**src/rtl/wb_arbiter2.sv**
```systemverilog
// wb_arbiter2: two-master to one-slave Wishbone B4 classic arbiter.
// Master 0 is the LIMB(EC) bridge and master 1 is the second requester.
// Ownership alternates round-robin between contending masters. A master
// keeps the bus for its whole cyc burst. A per-transfer watchdog ends a
// stalled strobe with a one-cycle error.
module wb_arbiter2 #(
    parameter int ADR_WIDTH = 36,
    parameter int TIMEOUT   = 255
) (
    input  logic                 clk,
    input  logic                 rst_n,

    input  logic [ADR_WIDTH-1:0] m0_adr_i,
    input  logic [31:0]          m0_dat_i,
    input  logic [3:0]           m0_sel_i,
    input  logic                 m0_we_i,
    input  logic                 m0_stb_i,
    input  logic                 m0_cyc_i,
    output logic [31:0]          m0_dat_o,
    output logic                 m0_ack_o,
    output logic                 m0_err_o,

    input  logic [ADR_WIDTH-1:0] m1_adr_i,
    input  logic [31:0]          m1_dat_i,
    input  logic [3:0]           m1_sel_i,
    input  logic                 m1_we_i,
    input  logic                 m1_stb_i,
    input  logic                 m1_cyc_i,
    output logic [31:0]          m1_dat_o,
    output logic                 m1_ack_o,
    output logic                 m1_err_o,

    output logic [ADR_WIDTH-1:0] s_adr_o,
    output logic [31:0]          s_dat_o,
    output logic [3:0]           s_sel_o,
    output logic                 s_we_o,
    output logic                 s_stb_o,
    output logic                 s_cyc_o,
    input  logic [31:0]          s_dat_i,
    input  logic                 s_ack_i,
    input  logic                 s_err_i,

    output logic [1:0]           grant
);

    // The grant encoding doubles as the one-hot owner flag on the grant port.
    typedef enum logic [1:0] {
        IDLE = 2'b00,
        OWN0 = 2'b01,
        OWN1 = 2'b10
    } grant_t;

    // A zero TIMEOUT switches the watchdog off entirely.
    localparam logic [15:0] TIMEOUT_W = 16'(TIMEOUT);
    localparam bit          WDOG_EN   = (TIMEOUT != 0);

    grant_t      state_q;
    grant_t      state_nxt;
    logic        last_served_q;
    logic        last_served_nxt;
    logic [15:0] wdog_q;
    logic        fire_q;
    logic        to_flag_q;

    logic        own0;
    logic        own1;
    logic        owned;
    logic        own_cyc;
    logic        own_stb;
    logic        suppress;
    logic        wd_err;
    logic        xfer_end;

    // The watchdog count saturates rather than wraps, so a long stall with the
    // watchdog off can never alias back onto the TIMEOUT value.
    function automatic logic [15:0] sat_inc16(input logic [15:0] v);
        return (v == 16'hFFFF) ? v : (v + 16'd1);
    endfunction

    assign own0  = (state_q == OWN0);
    assign own1  = (state_q == OWN1);
    assign owned = own0 | own1;
    assign grant = state_q;

    assign own_cyc = (own0 & m0_cyc_i) | (own1 & m1_cyc_i);
    assign own_stb = (own0 & m0_stb_i) | (own1 & m1_stb_i);

    // The bus is cut during the watchdog error cycle and afterwards until the
    // owner gives up cyc. Only registered state feeds this gate, so a slave
    // that acks combinationally from stb cannot form a loop through it.
    assign suppress = to_flag_q | fire_q;

    // A slave termination in the firing cycle beats the watchdog error.
    assign wd_err   = fire_q & ~s_ack_i & ~s_err_i;
    assign xfer_end = s_ack_i | s_err_i;

    // Forward the owner's request to the slave; nothing leaves while idle.
    always_comb begin
        s_adr_o = '0;
        s_dat_o = '0;
        s_sel_o = '0;
        s_we_o  = 1'b0;
        unique case (state_q)
            OWN0: begin
                s_adr_o = m0_adr_i;
                s_dat_o = m0_dat_i;
                s_sel_o = m0_sel_i;
                s_we_o  = m0_we_i;
            end
            OWN1: begin
                s_adr_o = m1_adr_i;
                s_dat_o = m1_dat_i;
                s_sel_o = m1_sel_i;
                s_we_o  = m1_we_i;
            end
            default: begin
                s_adr_o = '0;
                s_dat_o = '0;
                s_sel_o = '0;
                s_we_o  = 1'b0;
            end
        endcase
        s_cyc_o = own_cyc & ~suppress;
        s_stb_o = own_stb & own_cyc & ~suppress;
    end

    // Route the slave response to the owner only; the other master sees zeros.
    always_comb begin
        m0_dat_o = '0;
        m0_ack_o = 1'b0;
        m0_err_o = 1'b0;
        m1_dat_o = '0;
        m1_ack_o = 1'b0;
        m1_err_o = 1'b0;
        if (own0) begin
            m0_dat_o = s_dat_i;
            m0_ack_o = s_ack_i;
            m0_err_o = s_err_i | wd_err;
        end
        if (own1) begin
            m1_dat_o = s_dat_i;
            m1_ack_o = s_ack_i;
            m1_err_o = s_err_i | wd_err;
        end
    end

    // Next owner: round-robin on contention, burst lock while the owner holds cyc.
    always_comb begin
        state_nxt       = state_q;
        last_served_nxt = last_served_q;
        unique case (state_q)
            IDLE: begin
                if (m0_cyc_i && m1_cyc_i) begin
                    state_nxt = last_served_q ? OWN0 : OWN1;
                end else if (m0_cyc_i) begin
                    state_nxt = OWN0;
                end else if (m1_cyc_i) begin
                    state_nxt = OWN1;
                end
            end
            OWN0: begin
                if (!m0_cyc_i) begin
                    state_nxt       = IDLE;
                    last_served_nxt = 1'b0;
                end
            end
            OWN1: begin
                if (!m1_cyc_i) begin
                    state_nxt       = IDLE;
                    last_served_nxt = 1'b1;
                end
            end
            default: begin
                state_nxt = IDLE;
            end
        endcase
    end

    // Owner and fairness registers; reset leaves master 1 as last served so master 0 wins first.
    always_ff @(posedge clk) begin
        if (!rst_n) begin
            state_q       <= IDLE;
            last_served_q <= 1'b1;
        end else begin
            state_q       <= state_nxt;
            last_served_q <= last_served_nxt;
        end
    end

    // Watchdog: count unacked strobe cycles, fire once on TIMEOUT, then hold the bus off until release.
    always_ff @(posedge clk) begin
        if (!rst_n) begin
            wdog_q    <= '0;
            fire_q    <= 1'b0;
            to_flag_q <= 1'b0;
        end else begin
            if (!owned || !s_stb_o || xfer_end) begin
                wdog_q <= '0;
            end else begin
                wdog_q <= sat_inc16(wdog_q);
            end

            fire_q <= WDOG_EN && owned && s_stb_o && !xfer_end && (wdog_q == TIMEOUT_W);

            if (state_nxt == IDLE) begin
                to_flag_q <= 1'b0;
            end else if (wd_err) begin
                to_flag_q <= 1'b1;
            end
        end
    end

endmodule

```
**config.mk**
```make
export PLATFORM = sky130hd
export DESIGN_NAME = wb_arbiter2
export DESIGN_NICKNAME = d
export VERILOG_FILES = /design/src/rtl/wb_arbiter2.sv
export SDC_FILE = /design/constraint.sdc
export NUM_CORES = 1
export LEC_CHECK = 0
export CAP_MARGIN = 10
export CORE_AREA = 2 2 129 131
export DETAILED_ROUTE_END_ITERATION = 6
export DIE_AREA = 0 0 131 133
export HOLD_SLACK_MARGIN = 0.15
export PLACE_DENSITY_LB_ADDON = 0.3
export SYNTH_ARGS = -nofsm -noshare
export SYNTH_HDL_FRONTEND = slang
export SYNTH_SLANG_ARGS = --single-unit
```
**constraint.sdc**
```tcl
create_clock -name clk -period 3.4 [get_ports clk]
set_input_delay 0.51 -clock clk [delete_from_list [all_inputs] [get_ports clk]]
set_output_delay 0.51 -clock clk [all_outputs]
set_load 0.005 [all_outputs]
```
### Yosys cells after proc, flatten, opt, wreduce, memory -nomap -nowiden

Cells that the tools add are included.
W data, S select, Z words.

* flip-flop bits (word level): 21
* bits of input ports: 186
* output and inout port bits: 145
* word-level logic and storage cells: 66

* add/subtract/negate cells: 1
* eq/ne operators: 6
* muxes and demuxes: 20
* bitwise gates (word level): 19
* reduce and logical (&&, ||, !) cells: 15

Operator list (number)
* $pmux W36 S2: 1
* $mux W32: 2
* $pmux W32 S2: 1
* $add A16 B1 Y16 const B: 1
* $eq A16 B16 Y1 const B: 1
* $eq A16 B8 Y1 const B: 1
* $mux W2: 6
* $and A1 B1 Y1: 9
* $pmux W4 S2: 1
* $mux W1: 6
* $or A1 B1 Y1: 6
* $pmux W2 S3: 1
* $logic_and A1 B1 Y1: 4
* $logic_not A2 Y1: 2
* $ne A2 B2 Y1 const B: 2
* $not A1 Y1: 4
* $pmux W1 S2: 2
* $reduce_or A2 Y1: 2
* $logic_not A1 Y1: 3
* $reduce_and A3 Y1: 1
* $eq A2 B1 Y1 const B: 1
* $eq A2 B2 Y1 const B: 1
* $logic_or A1 B1 Y1: 2
* $reduce_bool A2 Y1: 1

### Depth between registers and ports, before layout

Gate-level depths: netlist of the first run.

* depth in word-level cells: 9
* mapped depth: 8
* gate-level depth less buffers: 6

### Worst setup path before layout of the first run

Ideal clock, no wire load.

* path type: register to output
* start point: reg state_q[1], in the netlist grant[1]
* end point: out m1_dat_o[10]
* arrival: 1.509 ns
* required time: 2.890 ns
* path slack: 1.381 ns
* stages on the path, launching flop included: 6
* path buffers: 3
* cells stage by stage: dfxtp_1 > ha_1 > clkbuf_1 > clkbuf_1 > clkbuf_1 > and2_1

* cells in the longest elaborated chain, start to end: 2

Ends and longest elaborated chain
* from (decl): RTL line 57 `grant_t state_q;`
* from (signal assigned): RTL line 185 `state_q <= state_nxt;`
* $eq A2 B2 Y1: RTL line 81 `assign own1 = (state_q == OWN1);`
* $mux W32: RTL line 140 `if (own1) begin`
* to (decl): RTL line 29 `output logic [31:0] m1_dat_o,`

Every way passes these cells.

### Worst setup path after layout of the first run

* start point: reg state_q[1], in the netlist grant[1]
* end point: out s_stb_o

* cells in the longest elaborated chain, start to end: 5
* elaborated cells between the ends (all ways): 10
* classes of those cells: eq/ne (2); bitwise (8)

Ends and longest elaborated chain
* $eq A2 B1 Y1 or $eq A2 B2 Y1 (tied branches): RTL line 80, 81
* $and A1 B1 Y1, on equally long branches: RTL line 86, 85
* $or A1 B1 Y1, on equally long branches: RTL line 86, 85
* $and A1 B1 Y1 * (2 in a row): RTL line 124 `s_stb_o = own_stb & own_cyc & ~suppress;`
* to (decl): RTL line 37 `output logic s_stb_o,`

Every way passes the cells marked *; elsewhere a longest branch is shown, timed or not.

==> results of run 1 <==
==> cell usage after synthesis <==
cell	n	share of area, %
a31oi_1	2	0.46
buf_1	4	0.56
nor4_2	3	1.4
o211ai_1	1	0.28
mux2i_1	3	1.1
o21ai_0	9	1.7
clkbuf_2	1	0.19
and4_1	2	0.65
and3_1	1	0.23
nor2b_1	76	18
nor3_1	4	0.74
nor2_1	14	1.9
nand2_1	7	0.97
dfxtp_1	21	16
xor2_1	1	0.32
xnor2_1	1	0.32
nand3_1	7	1.3
nand4_1	6	1.4
nor4_1	4	0.93
a2111oi_0	1	0.32
nand2_2	1	0.23
a211oi_1	4	1.1
inv_1	8	1.1
o31ai_1	1	0.28
buf_2	2	0.37
ha_1	5	2.3
and2_1	67	16
and4b_1	1	0.37
or4_1	3	0.84
nand3_4	1	0.65
clkbuf_1	28	3.9
a22oi_1	75	21
or3_1	6	1.4
a22o_1	1	0.32
nand2b_1	1	0.23
a21oi_1	13	2.4
==> registers in the layout, indices dropped and copies added (netlist names) <==
register / cells
last_served_q: 1
to_flag_q: 1
grant: 2
fire_q: 1
wdog_q: 16
==> worst max-delay path, delay by kind of cell (launching register included) <==
family / cells / cell delay (ps)
DFF: 1 / 380
and+or+nand+nor: 1 / 340
adders and majority gates: 1 / 620
buffers and inverters: 2 / 720
AOI/OAI and AO/OA: 1 / 280
==> layer usage <==
layer  vias to the layer above  global-route usage (%)  wire (um)
li1                       1995                       -          -
met1                      1872                    20.5       6500
met2                       200                    28.3       7630
met3                        14                    2.83       1230
met4                         0                    2.66        251
met5                         -                       0          0
==> metrics by stage <==
| step | cells | hold slack, ps | cell area [sq um] | utilization, % | setup WS [ps] |
|---|---|---|---|---|---|
| after global routing | 913 | 517 | 6330 | 39.1 | 111 |
| after CTS | 913 | 499 | 6330 | 39.1 | 221 |
| after floorplan | 385 | 458 | 2700 | - | 1380 |
| after detailed placement | 909 | 492 | 6250 | 38.6 | 528 |
| after global placement | 909 | 486 | 6250 | 38.6 | 642 |
| final | 913 | 499 | 6330 | 39.1 | 285 |
==> kinds of logic (layout without fill, tap and decap cells) <==
kind of cell,count (synthesis),count (layout),synth area share [%]
xor+xnor,2,2,0.650
buf+inv,43,351,6.12
flops,21,21,15.6
mux,3,3,1.11
compound gates,107,107,27.7
fa+ha+maj,5,5,2.32
simple gates,204,204,46.5
==> worst max path at each step <==
stage / to / cells past startpoint / startpoint
after global routing: s_stb_o / 5 / grant[1]
after CTS: s_stb_o / 5 / grant[1]
after global placement: s_stb_o / 5 / grant[1]
final: s_stb_o / 5 / grant[1]
after detailed placement: s_stb_o / 5 / grant[1]
after floorplan: m1_dat_o[10] / 5 / grant[1]
==> power breakdown <==
group	switching (mW)	internal, mW	total, mW
sequential	0.00760	0.251	0.259
combinational	0.327	0.539	0.866
clock	0.0915	0.160	0.251
total	0.426	0.950	1.38
==> final cells by class <==
type	instances	share of cell area (%)
multi-input cells	321	33.8
clock buffers	4	1.25
flip-flops and latches	21	6.65
repair buffers	339	53.5
well taps	220	4.35
inverters	8	0.475
==> flow_summary.toml, run 1 <==
[outcome]
outcome = "complete, no violations"

[timing]
rsz0062_at_grt = "no"
drv_slew = 0
fin_crit_ps = 3120
setup-violations-final = 0
fin_crit_sh_pct = 91.6
tns_ps = 0
hold_viol_final = 0
clock_skew_ps = 6.21
worst-slew-pin-transition_ps = 1090
max_clock_freq_ghz = 0.321
slew_headroom_pct = 26.6

[critical_path]
crit_fanout = 65
cpPeakStageDelay_ps = 620
cp_slowest_cell = "ha_4"
worstReg2RegStart = "grant[1]"
critPathLaunchType = "flip-flop"
arrival_ps = 2610
ff2ff_setup_slack_ps = 990
crit_type = "reg2out"
required_ps = 2890
worst_r2r_path_depth = 7
cp-end-kind = "output port"
r2r-end = "wdog_q[14]"
crit_path_cell_trace = "inv_1 -> ha_4 -> a22oi_1 -> nor4_2 -> clkdlybuf4s50_1"

[global_routing]
gr-total-overflow = 0
grt_usage_pct = 16.1
grt_pass1_wl_um = 22100
antenna_found_initial = 0
grt_pass1_vias = 3842
grt_max_degree = 66

[cts]
cts_resized = 0
cts_tree = "built"
cts_setup_buffers = 0
clk_latency_ps = 250
htreeDepth = 1
clk_pin_slew_worst_paths_ps = 50
clock_sinks = 21
cts_hold_buffers = 0
cts_root_buf = "clkbuf_16"
clk_path_buf_depth = 2
cts_buffers = 3

[synthesis]
synth_nets = 576
syn_inst = 385
synth_seq_cells = 21
yosysSeqAreaShare_pct = 15.6
yosysWarnings = 0
syn_area_sq_um = 2700
synth_cell_types = 36
post_synth.cell_area_avg_sq_um = 7.00

[worst_hold_path]
hold_end = "last_served_q"
hp-start = "last_served_q"
hp-class = "reg2reg"
min_path_cells = 2

[pwr]
peakVddDrop_uv = 169
p_leak_nw = 2.03
p_per_area_nw_per_um2 = 217
totalPowerFinal_mw = 1.38

[flow_run]
max_cap_violations = 0

[drt]
via_per_inst = 4.47
via_count = 4081
routed_wl_um = 15600
ant_nets = 0
dr.pass1.iters = 5
dr.first_iter.drc_count = 232
drc = 0
drt-wirelength-per-cell_um = 17.1

[final_layout]
n_antenna_cell = 0
layout-drive-gt1-share_pct = 2.89
final_nets = 885
layout_common_cells = "clkdlybuf4s50_1 (330), nor2b_1 (76), a22oi_1 (75)"
ff_latch_area_sq_um = 420
multi_input_area_sq_um = 2140
area_growth_pct = 135
mostFrequentLayoutCell = "clkdlybuf4s50_1"
n_fill_cell = 1631

[place]
numPortBuffers = 330
finalWeightedCongestion = 0.926
dpl.hpwl_um = 12700

[die]
die_area_sq_um = 17400
die_h_um = 133
ios = 331
coreArea_sq_um = 16200
start_util_pct = 16.7
rows = 47
die_x_um = 131
Note: power is estimated with default switching activity, not from simulation.
==> run 2, diff against run 1 <==
==> constraint.sdc (replaced) <==
create_clock -name clk -period 3.4 [get_ports clk]
set_input_delay 0.34 -clock clk [delete_from_list [all_inputs] [get_ports clk]]
set_output_delay 0.34 -clock clk [all_outputs]
set_load 0.005 [all_outputs]
==> run 2 against run 1 <==
Net effect:
- count of clock-buffer cells in the layout down 1
- via count about the same
- die area unchanged
- sequential cell count unchanged
- critical path type unchanged
- cell area about the same
- register-to-register slack better by 200 ps
- clock skew down 2.8 ps
- hold slack better by 3.0 ps
- final cell count down 0.33%
- wire length up 1.1%
- sequential share of layout area about the same
- power up 0.52%
==> flow_summary.toml, run 2 (synthesis gave the netlist of run 1 again) <==
[outcome]
outcome = "complete, no violations"

[pwr]
p_per_area_nw_per_um2 = 218
peakVddDrop_uv = 182
p_leak_nw = 2.02

[place]
dpl.hpwl_um = 12800
placed_cells_incl_taps = 906
numPortBuffers = 330
finalWeightedCongestion = 0.847

[global_routing]
grt_usage_pct = 16.1
grt_pass1_wl_um = 22100
grt_pass1_vias = 3902
gr-total-overflow = 0
use_met3_pct = 2.71
grt.met1_usage_pct = 19.9
top_usage_layer = "met2"
grt_max_degree = 77
antenna_found_initial = 0
met2_usage_pct = 28.9

[final_layout]
n_antenna_cell = 0
regMostFlops = "wdog_q"
area_growth_pct = 135
final_nets = 882
layout_common_cells = "clkdlybuf4s50_1 (330), nor2b_1 (76), a22oi_1 (75)"
mostFrequentLayoutCell = "clkdlybuf4s50_1"
fin_cells = 910
largest_reg_flops = 16
layout-drive-gt1-share_pct = 2.61

[cts]
clk_path_buf_depth = 2
cts_root_buf = "clkbuf_16"
cts_resized = 0
cts_hold_buffers = 0
cts_setup_buffers = 0
cts_buffers = 3
clock_sinks = 21
clk_pin_slew_worst_paths_ps = 60
cts_tree = "built"
htreeDepth = 1
clk_latency_ps = 260

[critical_path]
crit_type = "reg2out"
critPathLaunchType = "flip-flop"
cpLargestDelayFamily = "buffers and inverters"
arrival_ps = 2400
cp-end-kind = "output port"
worstReg2RegStart = "wdog_q[12]"
crit_fanout = 56
crit_path_cell_trace = "inv_1 -> ha_4 -> buf_12 -> a22oi_1 -> nor2b_1 -> clkdlybuf4s50_1"
r2r-end = "wdog_q[9]"
cpPeakStageDelay_ps = 480
cp_num_buf_inv = 3
required_ps = 3060
cp_slowest_cell = "clkdlybuf4s50_1"
ff2ff_setup_slack_ps = 1190
worst_r2r_path_depth = 4

[worst_hold_path]
min_path_cells = 2
hp-start = "last_served_q"
hp-class = "reg2reg"
hold_end = "last_served_q"

[timing]
slew_headroom_pct = 24.2
setup-violations-final = 0
hold_viol_final = 0
rsz0062_at_grt = "no"
worst-slew-pin-transition_ps = 1130
fin_crit_sh_pct = 80.5
fin_crit_ps = 2740
tns_ps = 0
clock_skew_ps = 3.41
drv_slew = 0
max_clock_freq_ghz = 0.365

[drt]
dr.first_iter.drc_count = 217
drt-wirelength-per-cell_um = 17.3
dr.pass1.iters = 5
via_per_inst = 4.48
ant_nets = 0
drc = 0
via_count = 4080
routed_wl_um = 15800

[flow_run]
max_cap_violations = 0

[die]
ios = 331
rows = 47
coreArea_sq_um = 16200
die_area_sq_um = 17400
die_x_um = 131
start_util_pct = 16.7
die_h_um = 133
-- run 2: stage by stage --
stage | setup WS [ps] | utilization (%) | instance area [sq um] | total power [mW] | hold WS [ps]
5_1_grt | 507 | 39.1 | 6330 | 1.46 | 512
2_1_floorplan | 1550 | - | 2700 | 0.587 | 412
6_report | 664 | 39.1 | 6330 | 1.38 | 502
3_5_place_dp | 904 | 38.6 | 6250 | 1.14 | 487
4_1_cts | 626 | 39.1 | 6330 | 1.40 | 493
3_3_place_gp | 1000 | 38.6 | 6250 | 1.13 | 481
-- run 2: worst register-to-register path, cell delays in order, from the launching register on --
cell,delay (ps)
dfxtp_1,460
nand4_1,260
nor4_2,1010
o21ai_0,250
a21oi_1,170
-- run 2: worst max path at each step --
| stage | start | endpoint | slack (ps) | depth (start not counted) |
|---|---|---|---|---|
| floorplan | grant[1] | m1_dat_o[10] | 1550 | 5 |
| global placement | grant[0] | s_dat_o[17] | 1000 | 6 |
| detailed placement | grant[0] | s_dat_o[17] | 900 | 6 |
| CTS | grant[0] | s_dat_o[17] | 630 | 6 |
| global route | grant[1] | s_adr_o[9] | 510 | 6 |
| finish | grant[0] | s_dat_o[16] | 660 | 6 |
-- run 2: where the power goes --
group / leakage (nW) / internal, mW / switching [mW]
sequential: 0.170 / 0.251 / 0.00790
combinational: 1.81 / 0.539 / 0.330
clock: 0.0409 / 0.158 / 0.0958
-- run 2: area by class of cell --
class / instances / area [sq um]
Fill cell: 1630 / 9840
Timing Repair Buffer: 336 / 3390
Multi-Input combinational cell: 321 / 2140
Sequential cell: 21 / 420
Tap cell: 220 / 275
Clock buffer: 3 / 75.1
Inverter: 8 / 30.0
Clock inverter: 1 / 5.00
-- run 2: routing by layer --
metal	vias up	wire length, um
li1	1991	-
met1	1877	6590
met2	188	7780
met3	24	1090
met4	0	317
met5	-	0
